`config.mk`:
```
export PLATFORM = sky130hd
export DESIGN_NAME = sharpe_frame_parser_flat
export DESIGN_NICKNAME = d
export VERILOG_FILES = /design/src/rtl/sharpe_frame_parser_if.sv /design/src/rtl/sharpe_frame_parser.sv /design/src/flat_wrapper.sv
export SDC_FILE = /design/constraint.sdc
export NUM_CORES = 1
export LEC_CHECK = 0
export CAP_MARGIN = 20
export CORE_ASPECT_RATIO = 0.75
export CORE_MARGIN = 4
export CORE_UTILIZATION = 40
export CTS_BUF_LIST = sky130_fd_sc_hd__clkbuf_16
export DETAILED_ROUTE_END_ITERATION = 10
export GPL_TIMING_DRIVEN = 0
export PLACE_DENSITY = 0.63
export SLEW_MARGIN = 20
export SYNTH_ARGS = -nofsm -noshare
export SYNTH_HDL_FRONTEND = slang
export SYNTH_SLANG_ARGS = --single-unit
```
`constraint.sdc`:
```
create_clock -name clk -period 3.34 [get_ports clk]
set_input_delay 0.668 -clock clk [delete_from_list [all_inputs] [get_ports clk]]
set_output_delay 0.668 -clock clk [all_outputs]
set_load 0.01 [all_outputs]
```
`src/rtl/sharpe_frame_parser_if.sv`:
```
// rtl/sharpe_frame_parser_if.sv - RX FIFO, pair handshake and status bundle for the Sharpe frame parser
interface sharpe_frame_parser_if;
    logic       fifo_empty;
    logic [7:0] fifo_dout;
    logic       fifo_rd_en;
    logic [7:0] sharpe_old;
    logic [7:0] sharpe_new;
    logic       pair_valid;
    logic       pair_ready;
    logic       frame_err;
    logic [7:0] err_cnt;
    logic       busy;

    // Parser side: pops the FIFO and sources the pair and status.
    modport master (
        input  fifo_empty,
        input  fifo_dout,
        input  pair_ready,
        output fifo_rd_en,
        output sharpe_old,
        output sharpe_new,
        output pair_valid,
        output frame_err,
        output err_cnt,
        output busy
    );

    // FIFO / comparator side.
    modport slave (
        output fifo_empty,
        output fifo_dout,
        output pair_ready,
        input  fifo_rd_en,
        input  sharpe_old,
        input  sharpe_new,
        input  pair_valid,
        input  frame_err,
        input  err_cnt,
        input  busy
    );
endinterface

```
`src/rtl/sharpe_frame_parser.sv`:
```
// rtl/sharpe_frame_parser.sv - parses HDR/old/new/checksum frames from the UART RX FIFO into a valid/ready pair
module sharpe_frame_parser #(
    parameter logic [7:0] HDR_BYTE       = 8'hA5,
    parameter int         TIMEOUT_CYCLES = 1000000
) (
    input  logic                   clk,
    input  logic                   rst_n,
    sharpe_frame_parser_if.master  bus
);
    localparam int CNT_W = (TIMEOUT_CYCLES > 2) ? $clog2(TIMEOUT_CYCLES) : 1;
    localparam logic [CNT_W-1:0] TO_LAST = CNT_W'(TIMEOUT_CYCLES - 1);

    typedef enum logic [2:0] {
        S_HDR,
        S_OLD,
        S_NEW,
        S_CSUM,
        S_OUT
    } state_t;

    state_t           state;
    state_t           state_nxt;
    logic             rd_pending;
    logic             byte_vld;
    logic             rd_en;
    logic [7:0]       old_tmp;
    logic [7:0]       new_tmp;
    logic [7:0]       csum_calc;
    logic             csum_ok;
    logic             csum_bad;
    logic             timeout;
    logic             cnt_inc;
    logic [CNT_W-1:0] to_cnt;
    logic [7:0]       sharpe_old_r;
    logic [7:0]       sharpe_new_r;
    logic             pair_valid_r;
    logic             frame_err_r;
    logic [7:0]       err_cnt_r;

    // The FIFO presents data one cycle after the pop, so a byte is valid exactly when a read is pending.
    assign byte_vld  = rd_pending;
    assign csum_calc = HDR_BYTE + old_tmp + new_tmp;

    always_ff @(posedge clk) begin
        if (!rst_n) begin
            state <= S_HDR;
        end else begin
            state <= state_nxt;
        end
    end

    always_comb begin
        state_nxt = state;
        rd_en     = 1'b0;
        csum_ok   = 1'b0;
        csum_bad  = 1'b0;
        timeout   = 1'b0;
        cnt_inc   = 1'b0;

        if (rst_n && state != S_OUT && !bus.fifo_empty && !rd_pending) begin
            rd_en = 1'b1;
        end

        unique case (state)
            S_HDR: begin
                if (byte_vld && bus.fifo_dout == HDR_BYTE) begin
                    state_nxt = S_OLD;
                end
            end
            S_OLD, S_NEW, S_CSUM: begin
                if (byte_vld) begin
                    if (state == S_OLD) begin
                        state_nxt = S_NEW;
                    end else if (state == S_NEW) begin
                        state_nxt = S_CSUM;
                    end else if (bus.fifo_dout == csum_calc) begin
                        csum_ok   = 1'b1;
                        state_nxt = S_OUT;
                    end else begin
                        csum_bad  = 1'b1;
                        state_nxt = S_HDR;
                    end
                end else if (to_cnt == TO_LAST) begin
                    timeout   = 1'b1;
                    state_nxt = S_HDR;
                end else begin
                    cnt_inc = 1'b1;
                end
            end
            S_OUT: begin
                if (pair_valid_r && bus.pair_ready) begin
                    state_nxt = S_HDR;
                end
            end
            default: begin
                state_nxt = S_HDR;
            end
        endcase
    end

    always_ff @(posedge clk) begin
        if (!rst_n) begin
            rd_pending   <= 1'b0;
            old_tmp      <= 8'h00;
            new_tmp      <= 8'h00;
            to_cnt       <= '0;
            sharpe_old_r <= 8'h00;
            sharpe_new_r <= 8'h00;
            pair_valid_r <= 1'b0;
            frame_err_r  <= 1'b0;
            err_cnt_r    <= 8'h00;
        end else begin
            rd_pending <= rd_en;

            if (byte_vld && state == S_OLD) begin
                old_tmp <= bus.fifo_dout;
            end
            if (byte_vld && state == S_NEW) begin
                new_tmp <= bus.fifo_dout;
            end

            to_cnt <= cnt_inc ? to_cnt + CNT_W'(1) : '0;

            // Published pair only changes on a clean checksum; it stays put through backpressure.
            if (csum_ok) begin
                sharpe_old_r <= old_tmp;
                sharpe_new_r <= new_tmp;
            end

            if (csum_ok) begin
                pair_valid_r <= 1'b1;
            end else if (pair_valid_r && bus.pair_ready) begin
                pair_valid_r <= 1'b0;
            end

            frame_err_r <= csum_bad | timeout;
            if ((csum_bad | timeout) && err_cnt_r != 8'hFF) begin
                err_cnt_r <= err_cnt_r + 8'h01;
            end
        end
    end

    assign bus.fifo_rd_en = rd_en;
    assign bus.sharpe_old = sharpe_old_r;
    assign bus.sharpe_new = sharpe_new_r;
    assign bus.pair_valid = pair_valid_r;
    assign bus.frame_err  = frame_err_r;
    assign bus.err_cnt    = err_cnt_r;
    assign bus.busy       = (state != S_HDR);
endmodule

```
`src/flat_wrapper.sv`:
```
// flat-port wrapper written by rule: the top's interface ports become plain ports
module sharpe_frame_parser_flat 
#(
    parameter logic [7:0] HDR_BYTE       = 8'hA5,
    parameter int         TIMEOUT_CYCLES = 1000000
)
  (clk, rst_n, bus_fifo_empty, bus_fifo_dout, bus_pair_ready, bus_fifo_rd_en, bus_sharpe_old, bus_sharpe_new, bus_pair_valid, bus_frame_err, bus_err_cnt, bus_busy);
  sharpe_frame_parser_if bus_i ();
  input  logic clk;
  input  logic rst_n;
  input wire logic [$bits(bus_i.fifo_empty)-1:0] bus_fifo_empty;
  input wire logic [$bits(bus_i.fifo_dout)-1:0] bus_fifo_dout;
  input wire logic [$bits(bus_i.pair_ready)-1:0] bus_pair_ready;
  output wire logic [$bits(bus_i.fifo_rd_en)-1:0] bus_fifo_rd_en;
  output wire logic [$bits(bus_i.sharpe_old)-1:0] bus_sharpe_old;
  output wire logic [$bits(bus_i.sharpe_new)-1:0] bus_sharpe_new;
  output wire logic [$bits(bus_i.pair_valid)-1:0] bus_pair_valid;
  output wire logic [$bits(bus_i.frame_err)-1:0] bus_frame_err;
  output wire logic [$bits(bus_i.err_cnt)-1:0] bus_err_cnt;
  output wire logic [$bits(bus_i.busy)-1:0] bus_busy;
  assign bus_i.fifo_empty = bus_fifo_empty;
  assign bus_i.fifo_dout = bus_fifo_dout;
  assign bus_i.pair_ready = bus_pair_ready;
  assign bus_fifo_rd_en = bus_i.fifo_rd_en;
  assign bus_sharpe_old = bus_i.sharpe_old;
  assign bus_sharpe_new = bus_i.sharpe_new;
  assign bus_pair_valid = bus_i.pair_valid;
  assign bus_frame_err = bus_i.frame_err;
  assign bus_err_cnt = bus_i.err_cnt;
  assign bus_busy = bus_i.busy;
  sharpe_frame_parser #(.HDR_BYTE(HDR_BYTE), .TIMEOUT_CYCLES(TIMEOUT_CYCLES)) u_core (.clk(clk), .rst_n(rst_n), .bus(bus_i));
endmodule
```
* Word level (Yosys, flattened, before mapping) *
Index checks and enable logic that the tools add are counted.

storage, ports and cells
  latch bits = 0
  bits in read-only memories = 0
  word-level logic and storage cells = 70
  bits of input ports = 12
  memories = 0
  bits in writable memories = 0
  output and inout port bits = 28
  register bits = 66

operators by class
  magnitude comparators = 0
  reduce and logical (&&, ||, !) cells = 16
  divide/modulo/power cells = 0
  bitwise logic cells = 1
  shift operators = 0
  add/sub/neg operators = 4
  multiplexer cells = 27
  multipliers = 0
  eq/ne operators = 12

operator list
  cell                   count
  $mux 3                 7
  $add 20x1->20 const B  1
  $eq 20x20->1 const B   1
  $mux 1                 19
  $pmux 3 s3             1
  $add 8x1->8 const B    1
  $add 8x8->8            1
  $add 8x8->8 const A    1
  $eq 8x8->1             1
  $eq 8x8->1 const B     1
  $logic_and 1x1->1      8
  $ne 8x8->1 const B     1
  $eq 3x2->1 const B     2
  $ne 2x1->1 const B     2
  $eq 3x1->1 const B     1
  $eq 3x3->1 const B     1
  $logic_not 3->1        1
  $ne 3x1->1 const B     1
  $ne 3x3->1 const B     1
  $reduce_and 3->1       1
  $reduce_bool 3->1      1
  $reduce_or 3->1        1
  $logic_not 1->1        2
  $reduce_and 2->1       1
  2 further kinds        2

* Depth between registers and ports, before layout *
  depth after elaboration = 10
  gate-level depth with buffers = 14
  depth with buffers taken out = 12

* Worst setup path before layout *
Ideal clock, no wire load.

  path type = reg2reg
  from = register u_core.new_tmp[1]
  to = register u_core.sharpe_old_r[6] (netlist: u_core.bus.sharpe_old[6])
  clock period less this slack = 2.800 ns
  slack = 0.540 ns
  cell stages (with the launch flop) = 13
  path buffers = 2
  data required time = 3.212 ns
  library setup time = 0.128 ns
  data arrival time = 2.672 ns
  cell sequence = dfxtp_1 > ha_1 > ha_1 > fa_1 > xnor2_1 > xnor2_1 > nor4_2 > nand3_1 > nor4_2 > buf_6 > buf_12 > mux2i_1 > nor2_1

between the ends
  longest elaborated chain between the ends = 7

RTL lines
  what                      line                        text
  start: declaration        sharpe_frame_parser.sv:27   logic [7:0] new_tmp;
  start signal: assignment  sharpe_frame_parser.sv:119  new_tmp <= bus.fifo_dout;
  $add 8x8->8               sharpe_frame_parser.sv:42   assign csum_calc = HDR_BYTE + old_tmp + new_tmp;
  $eq 8x8->1                sharpe_frame_parser.sv:76   end else if (bus.fifo_dout == csum_calc) begin
  $mux 1                    sharpe_frame_parser.sv:76
  $mux 1                    sharpe_frame_parser.sv:74   end else if (state == S_NEW) begin
  $mux 1                    sharpe_frame_parser.sv:72   if (state == S_OLD) begin
  $mux 1                    sharpe_frame_parser.sv:71   if (byte_vld) begin
  $mux 1                    sharpe_frame_parser.sv:64   unique case (state)
  end signal: assignment    sharpe_frame_parser.sv:126  sharpe_old_r <= old_tmp;
  end: declaration          sharpe_frame_parser.sv:34   logic [7:0] sharpe_old_r;

No other way between the ends.
A chain may end at the register's enable or synchronous reset.

* Final worst setup path *
  from = input rst_n
  to = output bus_fifo_rd_en

between the ends
  longest elaborated chain between the ends = 4

RTL lines
  what                             line                       text
  start: declaration               flat_wrapper.sv:10         input logic rst_n;
  $logic_and 1x1->1 (3 in series)  sharpe_frame_parser.sv:60  if (rst_n && state != S_OUT && !bus.fifo_empty && !rd_pending) begin
  $mux 1                           sharpe_frame_parser.sv:60
  end: declaration                 flat_wrapper.sv:14         output wire logic [$bits(bus_i.fifo_rd_en)-1:0] bus_fifo_rd_en;

No other way between the ends.

==> results_dict.tcl <==
set metrics [dict create \
    outcome "finished, final reports clean" \
    die_area_sq_um 9540 \
    end_kind "output port" \
    finalPower_mw 1.98 \
    hpwl_mm 5.33 \
    seq_power_share_pct 40.8 \
    place_ws_ps 142 \
    pwr-share-clk_pct 50.0 \
    crit_chain "clkdlybuf4s50_1 -> inv_2 -> a2111oi_0 -> clkdlybuf4s50_1" \
    rsz0062_at_grt "no" \
    power.switching_mw 0.454 \
    crit_path_max_fanout 9 \
    period_share_pct 91.0 \
    drv_slew 0 \
    ff2ff_path_depth 11 \
    core_area_sq_um 7570 \
    p_leak_nw 1.48 \
    multi_input_area_sq_um 1750 \
    synth_top_family_by_area "simple AND/OR/NAND/NOR gates" \
    port_buffers 39 \
    startpoint "rst_n" \
    crit_arrival_ps 2370 \
    wirelength_mm 7.13 \
    r2r_slack_ps 340 \
    fin_skew_ps 7.13 \
    wl_per_cell_um 13.9 \
    first_iter_violations 145 \
    ant_nets 0 \
    firstDrtPassIters 4 \
    synth_cells 356 \
    tns_ps 0 \
    fillerInstances 702 \
    die_h_um 85.6 \
    finalHoldViolCount 0 \
    path_common_cell "clkdlybuf4s50_1" \
    num_io_pins 40 \
    synth_xor_area_share_pct 9.28 \
    synth_cell_types 46 \
    required_ps 2670 \
    ys_warn_count 0 \
    grt_max_degree 13 \
    postCtsHoldBufs 0 \
    fin_crit_ps 3040 \
    worst_slack_ps 301 \
    critical_path_buf_inv_count 3 \
    critPathMaxStageDelay_ps 620 \
    gp_congestion 0.827 \
    start_util_pct 42.4 \
    cts_buffers 9 \
    syn_area_sq_um 3210 \
    r2r-start "u_core.old_tmp[1]" \
    critPathCapture "bus_fifo_rd_en" \
    crit_path_top_delay_cell "clkdlybuf4s50_1" \
    reg2reg_to "u_core.bus.sharpe_new[1]" \
    syn_nets 384 \
    vias 2566 \
    synth-edff-count 0 \
    htreeDepth 3 \
    yosysSeqAreaShare_pct 41.2 \
    grt_pass1_vias 2427 \
    p_int_mw 1.53 \
    fin_nets 435 \
    synthArstFlopShare_pct 0 \
    max_freq_mhz 329 \
    cp.depth 4 \
    path_class "input port to output port" \
    cts_tree "yes" \
    cts-root-buf "clkbuf_16" \
    start_kind "input port" \
    combPwrFrac_pct 9.2 \
    grt_pass1_wl_mm 12.1 \
    routed_via_density 5.00 \
    vdd_drop_max_uv 234 \
    ctsLongestPathBuffers 2 \
    finalSetupViolCount 0 \
    ys_seq_elements 66 \
    drive_above_1_share_pct 7.77 \
    cts.clk_slew.worst_paths_ps 50 \
    clock_sinks 66 \
    worstSkewPairLatency_ps 330 \
    swShare_pct 22.9 \
    syn_area_per_cell_sq_um 9.01 \
    path_delay_family "buffers and inverters" \
    antenna_found_initial 0 \
    register_area_sq_um 1320 \
    diodes 0 \
    max_slew_margin_pct 41.8 \
    rows 27 \
    synth_compound_area_share_pct 7.88 \
    drv_cap 0 \
    synth_fa_ha_area_share_pct 6.47 \
    drcViolationCount 0 \
    worstHoldPathType "flop to flop" \
    grt_overflow 0 \
    p_per_area_nw_per_um2 488 \
    synth_ff_type "dfxtp_1" \
    die_x_um 111 \
    worstMarginPinSlew_ps 870 \
    synthMuxAreaShare_pct 7.80 \
    synthSimpleGateAreaFrac_pct 22.7 \
    grt_usage_pct 15.8 \
    area_growth_pct 26.6 \
]
[through the flow]
step	util, %	cell area, sq um	cells	hold WS (ps)
2_1_floorplan	-	3210	356	438
3_3_place_gp	49.2	3730	496	462
3_5_place_dp	49.2	3730	496	465
4_1_cts	53.5	4050	512	481
5_1_grt	53.7	4060	513	504
6_report	53.7	4060	513	479
[worst min path at each step]
stage	start	endpoint	cells after the start
after CTS	u_core.to_cnt[0]	u_core.to_cnt[0]	1
after global placement	u_core.new_tmp[0]	u_core.new_tmp[0]	2
after floorplan	u_core.to_cnt[0]	u_core.to_cnt[0]	1
final	u_core.new_tmp[5]	u_core.new_tmp[5]	2
after detailed placement	u_core.to_cnt[0]	u_core.to_cnt[0]	1
after global routing	u_core.new_tmp[0]	u_core.new_tmp[0]	2
[power by group through the flow]
| stage | logic (mW) | clock network, mW | registers (mW) |
|---|---|---|---|
| after detailed placement | 0.181 | 0 | 0.826 |
| after floorplan | 0.120 | 0 | 0.824 |
| after global routing | 0.204 | 1.06 | 0.810 |
| final | 0.182 | 0.993 | 0.810 |
| after CTS | 0.182 | 1.02 | 0.809 |
| after global placement | 0.178 | 0 | 0.826 |
[area by class of cell]
cell class	instances	area share (%)
timing repair buffer	40	9.79
sequential	66	32.6
multi-input combinational	263	43.0
clock buffer	9	5.54
buffer	12	2.31
inverter	15	1.39
clock inverter	7	2.31
tap	101	3.11
[routing by layer]
layer  part of all wire (%)  global-route usage [%]  vias up
met4                    1.0                    3.31        0
met3                    4.5                    5.50        7
met2                     40                    22.0       50
li1                       -                       -     1328
met5                      0                       0        -
met1                     54                    23.4     1181
[cell usage in the layout, fill, tap and decap left out, types with 2 or more instances in the layout]
cell type,instances
a2111oi_0,2
a21o_1,2
a21oi_1,21
and2_1,2
and3_1,6
and4_1,2
bufinv_16,2
clkbuf_1,7
clkbuf_16,9
clkbuf_8,2
clkdlybuf4s50_1,39
clkinv_2,2
clkinvlp_4,2
dfxtp_1,65
ha_1,15
inv_1,14
mux2i_1,25
nand2_1,32
nand3_1,17
nand3b_1,2
nand4_1,4
nand4b_1,3
nor2_1,57
nor3_1,2
nor4_2,2
o211ai_1,2
o21a_1,2
o21ai_0,8
or3_1,6
xnor2_1,14
xor2_1,20
[state kept, by name (all words and copies together) (netlist names)]
register and flops:
u_core.to_cnt 20, u_core.byte_vld 1, u_core.state 3, u_core.new_tmp 8, u_core.bus.pair_valid 1, u_core.old_tmp 8, u_core.bus.sharpe_old 8, u_core.bus.err_cnt 8
u_core.bus.sharpe_new 8, u_core.bus.frame_err 1
[tightest hold or removal path, cell delays in order (launching register included)]
cell,delay (ps)
dfxtp_1,320
nand2_1,50
a21oi_1,60
[Yosys cell counts (2+ instances only)]
cell        n  area [sq um]
ha_1       15           188
clkbuf_1    7          26.3
nand4_1     4          25.0
nand2_1    32           120
and2_1      2          12.5
mux2i_1    25           250
and3_1      6          37.5
o21a_1      2          15.0
nand4b_1    3          26.3
nand3_1    17          85.1
nand3b_1    2          15.0
inv_1      14          52.6
dfxtp_1    66          1320
a21o_1      2          15.0
o211ai_1    2          15.0
clkbuf_8    2          27.5
nor3_1      2          10.0
nor2_1     57           214
o21ai_0     8          40.0
xnor2_1    14           123
a21oi_1    21           105
xor2_1     20           175
a2111oi_0   2          17.5
or3_1       6          37.5
nor4_2      3          37.5
and4_1      2          17.5
[logic make-up after synthesis]
logic type / after synthesis
flip-flops: 66
XOR/XNOR: 34
adder cells (fa/ha/maj): 16
AO/OA/AOI/OAI: 42
buffers and inverters: 27
multiplexers: 25
AND/OR/NAND/NOR: 146
[repair_timing]
action | in CTS | in global routing
setup endpoints to repair | 0 | 8
setup buffers | 0 | 1
resized for setup | 0 | 2
Power figures use the tool's default switching activity.
